## config.mk

```make
export PLATFORM = sky130hd
export DESIGN_NAME = mult_div_unit
export DESIGN_NICKNAME = d
export VERILOG_FILES = /design/src/rtl/cpu_defs.sv /design/src/rtl/div_step.sv /design/src/rtl/mult_div_unit.sv
export SDC_FILE = /design/constraint.sdc
export NUM_CORES = 1
export LEC_CHECK = 0
export BUFFER_PORTS_ARGS = -buffer_cell sky130_fd_sc_hd__buf_2
export CAP_MARGIN = 10
export CORE_MARGIN = 2
export CORE_UTILIZATION = 45
export CTS_CLUSTER_SIZE = 30
export DETAILED_ROUTE_END_ITERATION = 7
export PLACE_DENSITY = 0.73
export SLEW_MARGIN = 20
export SYNTH_ARGS = -nofsm -noshare
export SYNTH_HDL_FRONTEND = slang
export SYNTH_SLANG_ARGS = --single-unit
```

## constraint.sdc

```tcl
create_clock -name clk -period 27.1 [get_ports clk]
set_input_delay 5.42 -clock clk [delete_from_list [all_inputs] [get_ports clk]]
set_output_delay 5.42 -clock clk [all_outputs]
set_load 0.005 [all_outputs]
```

## src/rtl/cpu_defs.sv

```systemverilog
// Shared control-unit definitions: 2-bit FSM encoding and operation-select codes
// used by the multiply/divide unit and the CPU control path.
package cpu_defs;

  localparam logic [1:0] ST_IDLE = 2'd0;
  localparam logic [1:0] ST_MULT = 2'd1;
  localparam logic [1:0] ST_DIV  = 2'd2;
  localparam logic [1:0] ST_DONE = 2'd3;

  localparam logic OP_MULT = 1'b0;
  localparam logic OP_DIV  = 1'b1;

endpackage

```

## src/rtl/div_step.sv

```systemverilog
// One restoring-division iteration on unsigned magnitudes: shift in the next
// dividend bit, subtract the divisor if it fits, emit the quotient bit.
module div_step #(
  parameter int WIDTH = 32
) (
  input  logic [WIDTH-1:0] rem_in,
  input  logic [WIDTH-1:0] divisor,
  input  logic             dividend_bit,
  output logic [WIDTH-1:0] rem_out,
  output logic             q_bit
);

  logic [WIDTH:0]   shifted;
  logic [WIDTH-1:0] trial;

  assign shifted = {rem_in, dividend_bit};
  assign q_bit   = shifted >= {1'b0, divisor};
  // rem_in < divisor keeps the difference below divisor, so WIDTH bits suffice
  assign trial   = shifted[WIDTH-1:0] - divisor;
  assign rem_out = q_bit ? trial : shifted[WIDTH-1:0];

endmodule

```

## src/rtl/mult_div_unit.sv

```systemverilog
// Iterative signed multiply (radix-2 Booth) and divide (restoring) unit.
// Results land on hi/lo only on entry to DONE; divide by zero skips straight to DONE.
module mult_div_unit
  import cpu_defs::*;
#(
  parameter int WIDTH = 32,
  parameter int CNT_W = $clog2(WIDTH) + 1
) (
  input  logic             clk,
  input  logic             rst,
  input  logic             start_mult,
  input  logic             start_div,
  input  logic [WIDTH-1:0] a,
  input  logic [WIDTH-1:0] b,
  output logic [WIDTH-1:0] hi,
  output logic [WIDTH-1:0] lo,
  output logic             busy,
  output logic             done,
  output logic             div_zero
);

  logic [1:0]         state_reg;
  logic [CNT_W-1:0]   cnt_reg;
  // Booth accumulator: {A (WIDTH+1 bits), Q (WIDTH bits), q(-1)}
  logic [2*WIDTH+1:0] acc_reg;
  logic [2*WIDTH+1:0] acc_next;
  logic [WIDTH-1:0]   m_reg;
  logic [WIDTH-1:0]   rem_reg;
  logic [WIDTH-1:0]   dvd_reg;
  logic [WIDTH-1:0]   dvs_reg;
  logic               q_neg_reg;
  logic               r_neg_reg;

  logic [WIDTH:0]     booth_a;
  logic [WIDTH:0]     booth_sum;
  logic [WIDTH:0]     m_ext;
  logic [WIDTH-1:0]   step_rem;
  logic               step_q;
  logic [WIDTH-1:0]   quo_next;
  logic [WIDTH-1:0]   a_mag;
  logic [WIDTH-1:0]   b_mag;
  logic               op_sel;
  logic               last_step;

  assign op_sel    = start_mult ? OP_MULT : OP_DIV;
  assign last_step = (cnt_reg == CNT_W'(WIDTH - 1));
  assign busy      = (state_reg == ST_MULT) || (state_reg == ST_DIV);
  assign a_mag     = a[WIDTH-1] ? -a : a;
  assign b_mag     = b[WIDTH-1] ? -b : b;

  assign booth_a = acc_reg[2*WIDTH+1:WIDTH+1];
  assign m_ext   = {m_reg[WIDTH-1], m_reg};

  always_comb begin
    booth_sum = booth_a;
    case (acc_reg[1:0])
      2'b01:   booth_sum = booth_a + m_ext;
      2'b10:   booth_sum = booth_a - m_ext;
      default: booth_sum = booth_a;
    endcase
  end

  // Arithmetic shift right of the whole accumulator after the add/subtract
  assign acc_next = {booth_sum[WIDTH], booth_sum, acc_reg[WIDTH:1]};

  div_step #(.WIDTH(WIDTH)) u_div_step (
    .rem_in       (rem_reg),
    .divisor      (dvs_reg),
    .dividend_bit (dvd_reg[WIDTH-1]),
    .rem_out      (step_rem),
    .q_bit        (step_q)
  );

  // The dividend register doubles as the quotient: bits shift out at the top, in at the bottom
  assign quo_next = {dvd_reg[WIDTH-2:0], step_q};

  always_ff @(posedge clk or posedge rst) begin
    if (rst) begin
      state_reg <= ST_IDLE;
      cnt_reg   <= '0;
      acc_reg   <= '0;
      m_reg     <= '0;
      rem_reg   <= '0;
      dvd_reg   <= '0;
      dvs_reg   <= '0;
      q_neg_reg <= 1'b0;
      r_neg_reg <= 1'b0;
      hi        <= '0;
      lo        <= '0;
      done      <= 1'b0;
      div_zero  <= 1'b0;
    end else begin
      done     <= 1'b0;
      div_zero <= 1'b0;
      case (state_reg)
        ST_IDLE: begin
          if (start_mult || start_div) begin
            cnt_reg   <= '0;
            acc_reg   <= {{(WIDTH+1){1'b0}}, a, 1'b0};
            m_reg     <= b;
            rem_reg   <= '0;
            dvd_reg   <= a_mag;
            dvs_reg   <= b_mag;
            q_neg_reg <= a[WIDTH-1] ^ b[WIDTH-1];
            r_neg_reg <= a[WIDTH-1];
            if (op_sel == OP_MULT) begin
              state_reg <= ST_MULT;
            end else if (b == '0) begin
              state_reg <= ST_DONE;
              done      <= 1'b1;
              div_zero  <= 1'b1;
            end else begin
              state_reg <= ST_DIV;
            end
          end
        end
        ST_MULT: begin
          acc_reg <= acc_next;
          cnt_reg <= cnt_reg + 1'b1;
          if (last_step) begin
            hi        <= acc_next[2*WIDTH:WIDTH+1];
            lo        <= acc_next[WIDTH:1];
            done      <= 1'b1;
            state_reg <= ST_DONE;
          end
        end
        ST_DIV: begin
          rem_reg <= step_rem;
          dvd_reg <= quo_next;
          cnt_reg <= cnt_reg + 1'b1;
          if (last_step) begin
            lo        <= q_neg_reg ? -quo_next : quo_next;
            hi        <= r_neg_reg ? -step_rem : step_rem;
            done      <= 1'b1;
            state_reg <= ST_DONE;
          end
        end
        default: begin
          cnt_reg   <= '0;
          state_reg <= ST_IDLE;
        end
      endcase
    end
  end

endmodule

```

==> flow_metrics.env, run 1 <==
export IMPL_clkTransAtPathRegs_ps=70
export IMPL_ys_ff_latch=268
export IMPL_synth_top_flop_cell="dfrtp_1"
export IMPL_antenna_found_initial=2
export IMPL_min_from="hi[19]$_DFFE_PP0P_"
export IMPL_cts_buffer_depth=3
export IMPL_crit_family="simple AND/OR/NAND/NOR gates"
export IMPL_synth_simple_gate_area_share_pct=17.25
export IMPL_ys_seq_area_share_pct=35.46
export IMPL_skew_ps=17.79
export IMPL_ant_nets=0
export IMPL_post_route_period_util_pct=30.50
export IMPL_cp_num_buf_inv=1
export IMPL_synth_xor_area_share_pct=8.845
export IMPL_crit_chain="buf_2, or4_1, or4_1, or3_1, or3_1, nand2b_1, nor3_1, nor2b_1, a21oi_1, nor2_1"
export IMPL_cp_end_kind="flop"
export IMPL_cts_hold_buf=0
export IMPL_place_hpwl_um=44420
export IMPL_hold_viol_final=0
export IMPL_largest_reg_flops=65
export IMPL_finalSetupTns_ps=0
export IMPL_synthArstFlopShare_pct=100.0
export IMPL_initial_core_util_pct=45.29
export IMPL_drcViolationCount=0
export IMPL_multi_input_area_mm2=0.01152
export IMPL_regToRegStartpoint="rem_reg[5]$_DFFE_PP0P_"
export IMPL_grt_max_degree=146
export IMPL_synth_top_family_by_area="compound AO/OA/AOI/OAI gates"
export IMPL_fp_coreArea_mm2=0.04176
export IMPL_clockRootBuffer="clkbuf_16"
export IMPL_rrSetupSlack_ps=20590
export IMPL_p_per_area_mw_per_mm2=112.5
export IMPL_grt_pass1_vias=16600
export IMPL_p_sw_uw=1120
export IMPL_outcome="finished, final reports clean"
export IMPL_first_pass_iters=6
export IMPL_gp_congestion=0.9282
export IMPL_max_stage_delay_ps=780
export IMPL_required_ps=27630
export IMPL_crit_type="input port to flop"
export IMPL_cp_max_fo=6
export IMPL_nets=2471
export IMPL_worstSetupStartpointType="input port"
export IMPL_rr_worst_depth=18
export IMPL_insertion_delay_ps=590
export IMPL_fin_crit_ps=8266
export IMPL_rsz0062_at_grt="no"
export IMPL_syn_cell_area_mm2=0.01891
export IMPL_worstMarginPinSlew_ps=1068
export IMPL_synthAdderAreaFrac_pct=5.173
export IMPL_ff_latch_area_mm2=0.006706
export IMPL_cts_buffers=30
export IMPL_die_area_mm2=0.04369
export IMPL_slowest_stage="nor3_1"
export IMPL_worst_ep_arrival_time_ps=8790
export IMPL_synth_most_common_cell="nand2_1"
export IMPL_clkPwrFrac_pct=18.4
export IMPL_ys_top_cells_by_area="dfrtp_1, o21ai_0, nand2_1"
export IMPL_post_cts_setup_buffer_count=0
export IMPL_maxCapViolations=0
export IMPL_synth_top_area_cell="dfrtp_1"
export IMPL_synthTopCellsByCount="nand2_1, o21ai_0, dfrtp_1"
export IMPL_dp_cells=2832
export IMPL_synth_avg_cell_area_um2=8.343
export IMPL_intPower_uw=1251
export IMPL_cts_resized=0
export IMPL_die_y_um=209.0
export IMPL_synthCells=2267
export IMPL_relSlewSlack_pct=28.54
export IMPL_rows=75
export IMPL_p_leak_uw=0.009391
export IMPL_hold_path_end="hi[19]$_DFFE_PP0P_"
export IMPL_synthToLayoutAreaGrowth_pct=11.44
export IMPL_comb_power_share_pct=54.7
export IMPL_final_max_slew_viol_count=0
export IMPL_drive_gt1_share_pct=11.70
export IMPL_r2r_end="hi[30]$_DFFE_PP0P_"
export IMPL_instances_no_fill=2893
export IMPL_grt_ovfl_total=0
export IMPL_netlist_area_leader_share_pct=35.46
export IMPL_num_io_pins=135
export IMPL_seqPwrFrac_pct=26.8
export IMPL_cts_tree="built"
export IMPL_max_freq_ghz=0.1210
export IMPL_cts_max_level=1
export IMPL_min_path_cells=1
export IMPL_drt_iter0_drc=1783
export IMPL_yosys_warnings=0
export IMPL_synth_edf_count=0
export IMPL_syn_nets=2412
export IMPL_ir_worst_vdd_mv=0.06240
export IMPL_muxShareOfSynthArea_pct=5.802
export IMPL_wirelength_um=59700
export IMPL_io_buffers=134
export IMPL_fill_cells=3900
export IMPL_vias=17720
export IMPL_synth_compound_area_share_pct=23.50
export IMPL_finalSetupViolCount=0
export IMPL_hold_path_class="flop to flop"
export IMPL_clkSinkCount=268
export IMPL_viasPerCell=6.125
export IMPL_grt_use_total_pct=26.80
export IMPL_wl_per_cell_um=20.64
export IMPL_switching_share_pct=47.25
export IMPL_ys_types=79
export IMPL_grt_pass1_wl_um=93380
export IMPL_die_w_um=209.0
cells by family after synthesis:
| family | after synthesis |
|---|---|
| adders and majority gates | 77 |
| AOI/OAI and AO/OA | 726 |
| buffers and inverters | 196 |
| and+or+nand+nor | 704 |
| xor gates and xnor gates | 191 |
| muxes | 105 |
| DFF | 268 |
worst max path at each step:
stage          startpoint                endpoint  depth (start not counted)
2_1_floorplan         rst  acc_reg[0]$_DFFE_PP0P_                          1
3_3_place_gp         b[6]          done$_DFF_PP0_                         10
3_5_place_dp         b[6]          done$_DFF_PP0_                         10
4_1_cts              b[6]          done$_DFF_PP0_                         10
5_1_grt              b[6]          done$_DFF_PP0_                         10
6_report             b[6]          done$_DFF_PP0_                         10
layer usage:
layer	global-route usage [%]	routed length [µm]	up-vias
met5	0	13	-
met4	7.759	1800	2
met3	3.487	4439	117
met2	42.72	26830	754
met1	38.15	26610	8575
li1	-	-	8273
cell usage in the layout (no fill, tap or decap), types with 39 or more instances in the layout:
cell,synthesis,layout
nand2_1,314,314
buf_2,11,134
inv_1,69,68
nor2_1,143,143
xnor2_1,94,94
mux2i_1,68,68
dfrtp_1,268,268
o21ai_0,286,285
ha_1,75,72
xor2_1,97,97
nor3_1,40,39
a21oi_1,167,167
metrics by stage:
| step | worst slack [ps] | util, % | hold WS (ps) | power, µW | instance area (µm²) |
|---|---|---|---|---|---|
| floorplan | 14300 | - | 448.5 | 1546 | 18910 |
| global placement | 18440 | 47.88 | 457.5 | 1865 | 19990 |
| detailed placement | 18360 | 47.88 | 462.6 | 1903 | 19990 |
| CTS | 18970 | 50.39 | 476.5 | 2345 | 21040 |
| global route | 18730 | 50.45 | 484.6 | 2531 | 21070 |
| finish | 18830 | 50.47 | 472.4 | 2371 | 21080 |
power groups by stage:
stage	logic, µW	registers [µW]	clock network (µW)
2_1_floorplan	953	594	0
3_3_place_gp	1230	631	0
6_report	1300	636	437
5_1_grt	1420	651	457
4_1_cts	1270	633	442
3_5_place_dp	1260	639	0
layout make-up:
cell class,count,area share [%]
multi-input combinational,1803,54.68
sequential,268,31.82
clock buffer,40,4.025
timing repair buffer,153,4.013
tap,539,3.200
inverter,70,1.282
clock inverter,16,0.9379
antenna,4,0.04749
worst register-to-register path, cell delays in order, from the launching register on:
cell	delay (ps)
dfrtp_1	480
ha_1	540
and2_1	300
nand4_1	160
or3_1	440
o41ai_4	250
buf_4	280
clkinv_1	430
nand2_2	380
mux2i_1	330
ha_1	260
or3b_2	470
or3_1	350
nor4b_1	310
a31oi_1	170
or4_4	550
o31ai_1	270
xor2_1	280
o21ai_1	90
No activity file was read; power rests on OpenSTA's default activity.
==> inputs of run 2 (changes only) <==
ABC_AREA = 1   (was not set)
clock period = 8.65 ns   (was 27.1 ns; I/O delays follow)
==> run 2 against run 1 <==
  * Sequential cell count did not move
  * Worst setup slack got worse by 16000 ps
  * Critical path type is now flop to flop
  * Synthesized cell count rose by 38%
  * Wire length rose by 18%
  * Critical path depth rose by 15
  * Count of clock-buffer cells in the layout rose by 7
  * Largest power group unchanged
  * Non-clock buffer count did not move
  * Cell count rose by 32%
  * Clock skew rose by 5.0 ps
  * Utilization rose by 0.49 points
  * Register-to-register slack got worse by 18000 ps
==> flow_metrics.env, run 2 <==
export IMPL_max_stage_delay_ps=610
export IMPL_ys_top_cells_by_area="dfrtp_1, nand2_1, inv_1"
export IMPL_grt_ovfl_total=0
export IMPL_synth_avg_cell_area_um2=6.514
export IMPL_grt_max_degree=157
export IMPL_clkPwrFrac_pct=14.0
export IMPL_cp_end_kind="flop"
export IMPL_outcome="finished, final reports clean"
export IMPL_synth_top_family_by_area="simple AND/OR/NAND/NOR gates"
export IMPL_die_y_um=216.8
export IMPL_worstMarginPinSlew_ps=1094
export IMPL_fp_coreArea_mm2=0.04451
export IMPL_grt_use_total_pct=29.68
export IMPL_drcViolationCount=0
export IMPL_required_ps=9100
export IMPL_wirelength_um=70480
export IMPL_synth_edf_count=0
export IMPL_synth_simple_gate_area_share_pct=31.98
export IMPL_cts_buffer_depth=3
export IMPL_slowest_stage="nor2_4"
export IMPL_cts_max_level=2
export IMPL_rows=77
export IMPL_cts_buffers=35
export IMPL_ys_ff_latch=268
export IMPL_fin_crit_ps=5641
export IMPL_drt_iter0_drc=2748
export IMPL_nets=3348
export IMPL_synth_top_flop_cell="dfrtp_1"
export IMPL_seqPwrFrac_pct=18.9
export IMPL_clockRootBuffer="clkbuf_16"
export IMPL_synthArstFlopShare_pct=100.0
export IMPL_netlist_area_leader_share_pct=32.90
export IMPL_post_place_ws_ps=3192
export IMPL_synth_top_area_cell="dfrtp_1"
export IMPL_synthTopCellsByCount="nand2_1, inv_1, o21ai_0"
export IMPL_hold_path_class="flop to flop"
export IMPL_first_pass_iters=6
export IMPL_insertion_delay_ps=570
export IMPL_post_route_period_util_pct=65.22
export IMPL_ys_types=56
export IMPL_antennaDiodeCount=0
export IMPL_p_per_area_mw_per_mm2=466.8
export IMPL_finalSetupTns_ps=0
export IMPL_skew_ps=22.80
export IMPL_die_area_mm2=0.04702
export IMPL_switching_share_pct=56.51
export IMPL_hold_viol_final=0
export IMPL_gp_congestion=1.032
export IMPL_final_max_slew_viol_count=0
export IMPL_final_common_cell="nand2_1"
export IMPL_ys_seq_area_share_pct=32.90
export IMPL_final_core_util_pct=50.96
export IMPL_rsz0062_at_grt="no"
export IMPL_die_w_um=216.8
export IMPL_cts_resized=0
export IMPL_worst_ep_arrival_time_ps=6090
export IMPL_max_freq_ghz=0.1773
export IMPL_synth_compound_area_share_pct=16.94
export IMPL_largest_reg_flops=65
export IMPL_fill_cells=4540
export IMPL_synth_most_common_cell="nand2_1"
export IMPL_finalSetupViolCount=0
export IMPL_relSlewSlack_pct=26.64
export IMPL_synthAdderAreaFrac_pct=4.800
export IMPL_worst_hold_slack_ps=475.2
export IMPL_wl_per_cell_um=18.44
export IMPL_comb_power_share_pct=67.1
export IMPL_drive_gt1_share_pct=8.978
export IMPL_io_buffers=134
export IMPL_cp_max_fo=48
export IMPL_muxShareOfSynthArea_pct=0
export IMPL_worstSetupStartpointType="flop"
export IMPL_clkSinkCount=268
export IMPL_antenna_found_initial=0
export IMPL_syn_nets=3274
export IMPL_p_sw_uw=5984
export IMPL_post_cts_setup_buffer_count=0
export IMPL_final_cell_mix="nand2_1, inv_1, o21ai_0, nor2_1, dfrtp_1"
export IMPL_syn_cell_area_mm2=0.02038
export IMPL_maxCapViolations=0
export IMPL_num_io_pins=135
export IMPL_synthToLayoutAreaGrowth_pct=11.28
export IMPL_viasPerCell=5.613
export IMPL_cts_tree="built"
export IMPL_vias=21450
export IMPL_yosys_warnings=0
export IMPL_grt_pass1_vias=19370
export IMPL_synthCells=3129
export IMPL_finalWorstSetupSlack_ps=3009
export IMPL_intPower_uw=4605
export IMPL_cts_hold_buf=0
export IMPL_initial_core_util_pct=45.79
export IMPL_ant_nets=0
export IMPL_p_leak_uw=0.01192
export IMPL_grt_pass1_wl_um=109300
export IMPL_ir_worst_vdd_mv=0.2087
export IMPL_clkTransAtPathRegs_ps=60
export IMPL_cp_common_cell="nand2_1"
export IMPL_crit_type="flop to flop"
export IMPL_place_hpwl_um=52360
export IMPL_synth_xor_area_share_pct=2.922
-- run 2: through the flow --
stage               power, µW  instance area [µm²]  instances
floorplan                6970                20390       3129
finish                  10590                22680       3822
global route            11460                22680       3822
global placement         8831                21520       3758
CTS                     10390                22680       3822
detailed placement       8877                21520       3758
-- run 2: final timing paths --
path	cells past startpoint	to	slack (ps)	startpoint
max reg2reg	25	lo[22]$_DFFE_PP0P_	3010	rem_reg[6]$_DFFE_PP0P_
min	2	hi[11]$_DFFE_PP0P_	480	hi[11]$_DFFE_PP0P_
max	25	lo[22]$_DFFE_PP0P_	3010	rem_reg[6]$_DFFE_PP0P_
min in group asynchronous	3	lo[4]$_DFFE_PP0P_	1370	rst
max in group asynchronous	4	rem_reg[15]$_DFFE_PP0P_	5840	rst
min reg2reg	2	hi[11]$_DFFE_PP0P_	480	hi[11]$_DFFE_PP0P_
-- run 2: cell families after synthesis --
logic type | after synthesis
DFF | 268
AOI/OAI and AO/OA | 602
buffers and inverters | 553
xor gates and xnor gates | 68
and+or+nand+nor | 1561
adders and majority gates | 77
-- run 2: worst max-delay path, delay by kind of cell, from the launching register on --
family	cells	cell delay, ps
simple gates	19	3570
buf+inv	2	640
fa+ha+maj	2	610
flops	1	400
compound gates	2	290
-- run 2: routing by layer --
metal / vias to the layer above / wire [µm] / track usage [%]
li1: 10330 / - / -
met1: 10000 / 31180 / 42.24
met2: 971 / 30180 / 44.73
met3: 150 / 6292 / 4.892
met4: 0 / 2817 / 12.26
met5: - / 0 / 0
-- run 2: power by group through the flow --
stage | Sequential, µW | Clock [µW] | Combinational, µW
finish | 2000 | 1490 | 7100
global route | 2050 | 1550 | 7860
CTS | 1990 | 1500 | 6910
detailed placement | 2010 | 0 | 6870
global placement | 1990 | 0 | 6840
floorplan | 1920 | 0 | 5050
-- run 2: layout make-up --
class                           count  area, µm²  area share, %
Sequential cell                   268       6706          29.57
Clock inverter                     17      162.7         0.7171
Tap cell                          592      740.7          3.265
Multi-Input combinational cell   2308      11600          51.14
Timing Repair Buffer              153      825.8          3.641
Clock buffer                       47       1002          4.418
Inverter                          437       1644          7.248
==> inputs of run 3 (changes only) <==
PLACE_DENSITY = 0.76   (was 0.73)
clock period = 4.96 ns   (was 8.65 ns; I/O delays follow)
==> run 3 against run 2 <==
  * Sequential share of layout area decreased by 0.17 points
  * Via count decreased by 0.98%
  * Sequential power rose by 78%
  * Combinational power is 72% higher
  * Maximum frequency rose by 26%
  * Critical endpoint is now hi[29]$_DFFE_PP0P_
  * Clock power increased by 79%
  * Worst setup slack got worse by 2500 ps
  * Cell count grew 0.24%
==> flow_metrics.env, run 3 (same netlist as run 2, synthesis figures left out) <==
export IMPL_clkSinkCount=268
export IMPL_gp_congestion=0.9958
export IMPL_cts_tree="built"
export IMPL_die_y_um=216.8
export IMPL_cts_buffer_depth=3
export IMPL_relSlewSlack_pct=33.46
export IMPL_wirelength_um=69730
export IMPL_worstMarginPinSlew_ps=987.7
export IMPL_cts_hold_buf=0
export IMPL_antennaDiodeCount=0
export IMPL_crit_family="simple AND/OR/NAND/NOR gates"
export IMPL_fin_crit_ps=4488
export IMPL_rsz0062_at_grt="no"
export IMPL_drt_iter0_drc=2320
export IMPL_cp_max_fo=5
export IMPL_place_hpwl_um=52740
export IMPL_cts_buffers=34
export IMPL_final_cell_mix="nand2_1, inv_1, o21ai_0, nor2_1, dfrtp_1"
export IMPL_ff_latch_area_mm2=0.006708
export IMPL_max_freq_ghz=0.2228
export IMPL_cp_num_cells=24
export IMPL_rows=77
export IMPL_grt_pass1_wl_um=109200
export IMPL_insertion_delay_ps=550
export IMPL_post_cts_setup_buffer_count=0
export IMPL_grt_use_total_pct=29.52
export IMPL_synthToLayoutAreaGrowth_pct=11.95
export IMPL_die_area_mm2=0.04702
export IMPL_cp_num_buf_inv=3
export IMPL_cp_common_cell="nand2_1"
export IMPL_finalSetupTns_ps=0
export IMPL_clkTransAtPathRegs_ps=60
export IMPL_r2r_end="hi[29]$_DFFE_PP0P_"
export IMPL_first_pass_iters=6
export IMPL_critPathLaunch="m_reg[2]$_DFFE_PP0P_"
export IMPL_skew_ps=23.03
export IMPL_grt_max_degree=90
export IMPL_clockRootBuffer="clkbuf_16"
export IMPL_grt_ovfl_total=0
export IMPL_drive_gt1_share_pct=9.200
export IMPL_drcViolationCount=0
export IMPL_initial_core_util_pct=45.79
export IMPL_worstSetupStartpointType="flop"
export IMPL_largest_reg_flops=65
export IMPL_cp_end_kind="flop"
export IMPL_regToRegStartpoint="m_reg[2]$_DFFE_PP0P_"
export IMPL_io_buffers=134
export IMPL_num_io_pins=135
export IMPL_worst_ep_arrival_time_ps=4930
export IMPL_hold_viol_final=0
export IMPL_endpoint="hi[29]$_DFFE_PP0P_"
export IMPL_finalSetupViolCount=0
export IMPL_outcome="finished, final reports clean"
export IMPL_antenna_found_initial=0
export IMPL_slowest_stage="dfrtp_1"
export IMPL_max_stage_delay_ps=360
export IMPL_required_ps=5400
export IMPL_final_common_cell="nand2_1"
export IMPL_ir_worst_vdd_mv=0.4923
export IMPL_p_per_area_mw_per_mm2=808.2
export IMPL_grt_pass1_vias=19630
export IMPL_maxCapViolations=0
export IMPL_cts_max_level=2
export IMPL_crit_type="flop to flop"
export IMPL_nets=3359
export IMPL_fill_cells=4530
export IMPL_wl_per_cell_um=18.20
export IMPL_fp_coreArea_mm2=0.04451
export IMPL_final_max_slew_viol_count=0
export IMPL_post_place_ws_ps=625.8
export IMPL_cts_resized=0
export IMPL_rrSetupSlack_ps=470
export IMPL_rr_worst_depth=24
export IMPL_finalWorstSetupSlack_ps=471.6
export IMPL_hold_path_class="flop to flop"
export IMPL_min_from="lo[1]$_DFFE_PP0P_"
export IMPL_crit_chain="inv_1, nand3_1, nor2_1, nand4_1, nor3_1, nand2_1, inv_1, nand4_1, o31ai_1, xor2_1, ha_1, a21oi_1, o21ai_0, a21oi_1, nand3_1, nand2_1, nand3b_1, or2_2, nand3_1, o21ai_0, o21ai_0, inv_1, nand2_1, nand2_1"
export IMPL_die_w_um=216.8
export IMPL_multi_input_area_mm2=0.01160
export IMPL_p_leak_uw=0.01200
export IMPL_viasPerCell=5.545
export IMPL_final_core_util_pct=51.27
export IMPL_ant_nets=0
export IMPL_post_route_period_util_pct=90.49
export IMPL_vias=21240
-- run 3: cell types whose count changed in the layout (fill, tap and decap cells not counted), moves of 2 or more --
cell / delta
clkinvlp_4: -5
buf_12: +2
buf_4: +10
bufinv_16: +3
-- run 3: worst reg2reg max path: stages, from the launching register on --
cell	delay, ps
dfrtp_1	360
inv_1	130
nand3_1	110
nor2_1	190
nand4_1	160
nor3_1	220
nand2_1	120
inv_1	90
nand4_1	140
o31ai_1	350
xor2_1	210
ha_1	320
a21oi_1	290
o21ai_0	130
a21oi_1	170
nand3_1	300
nand2_1	150
nand3b_1	90
or2_2	280
nand3_1	60
o21ai_0	140
o21ai_0	210
inv_1	60
nand2_1	60
nand2_1	50
-- run 3: power by group --
group | internal (µW) | switching (µW)
Clock | 1650 | 1020
Sequential | 2930 | 637
Combinational | 3630 | 8580
Total | 8210 | 10200
-- run 3: worst min-delay path by stage --
| stage | slack (ps) | endpoint | cells after the start |
|---|---|---|---|
| CTS | 480 | lo[1]$_DFFE_PP0P_ | 2 |
| floorplan | 450 | dvs_reg[31]$_DFFE_PP0P_ | 2 |
| detailed placement | 460 | hi[29]$_DFFE_PP0P_ | 2 |
| global placement | 460 | hi[11]$_DFFE_PP0P_ | 2 |
| finish | 470 | lo[1]$_DFFE_PP0P_ | 2 |
| global route | 480 | hi[21]$_DFFE_PP0P_ | 2 |
-- run 3: layout make-up --
class | instances | area share [%]
timing repair buffer | 165 | 4.123
clock buffer | 47 | 4.299
sequential | 268 | 29.40
tap | 592 | 3.246
clock inverter | 14 | 0.8883
multi-input combinational | 2308 | 50.84
inverter | 437 | 7.205
-- run 3: layer usage --
layer | wire, µm | track usage [%] | vias up
li1 | - | - | 10350
met4 | 2078 | 9.612 | 0
met1 | 31310 | 42.22 | 9899
met3 | 5880 | 5.227 | 111
met2 | 30460 | 45.17 | 888
met5 | 0 | 0 | -
-- run 3: metrics by stage --
stage / total power (µW) / hold slack [ps] / std cells / area [µm²]
CTS: 18180 / 476.3 / 3831 / 22820
global placement: 15340 / 458.7 / 3770 / 21630
finish: 18440 / 472.8 / 3831 / 22820
global route: 20060 / 483.0 / 3831 / 22820
detailed placement: 15450 / 461.1 / 3770 / 21630
floorplan: 12160 / 446.4 / 3129 / 20390
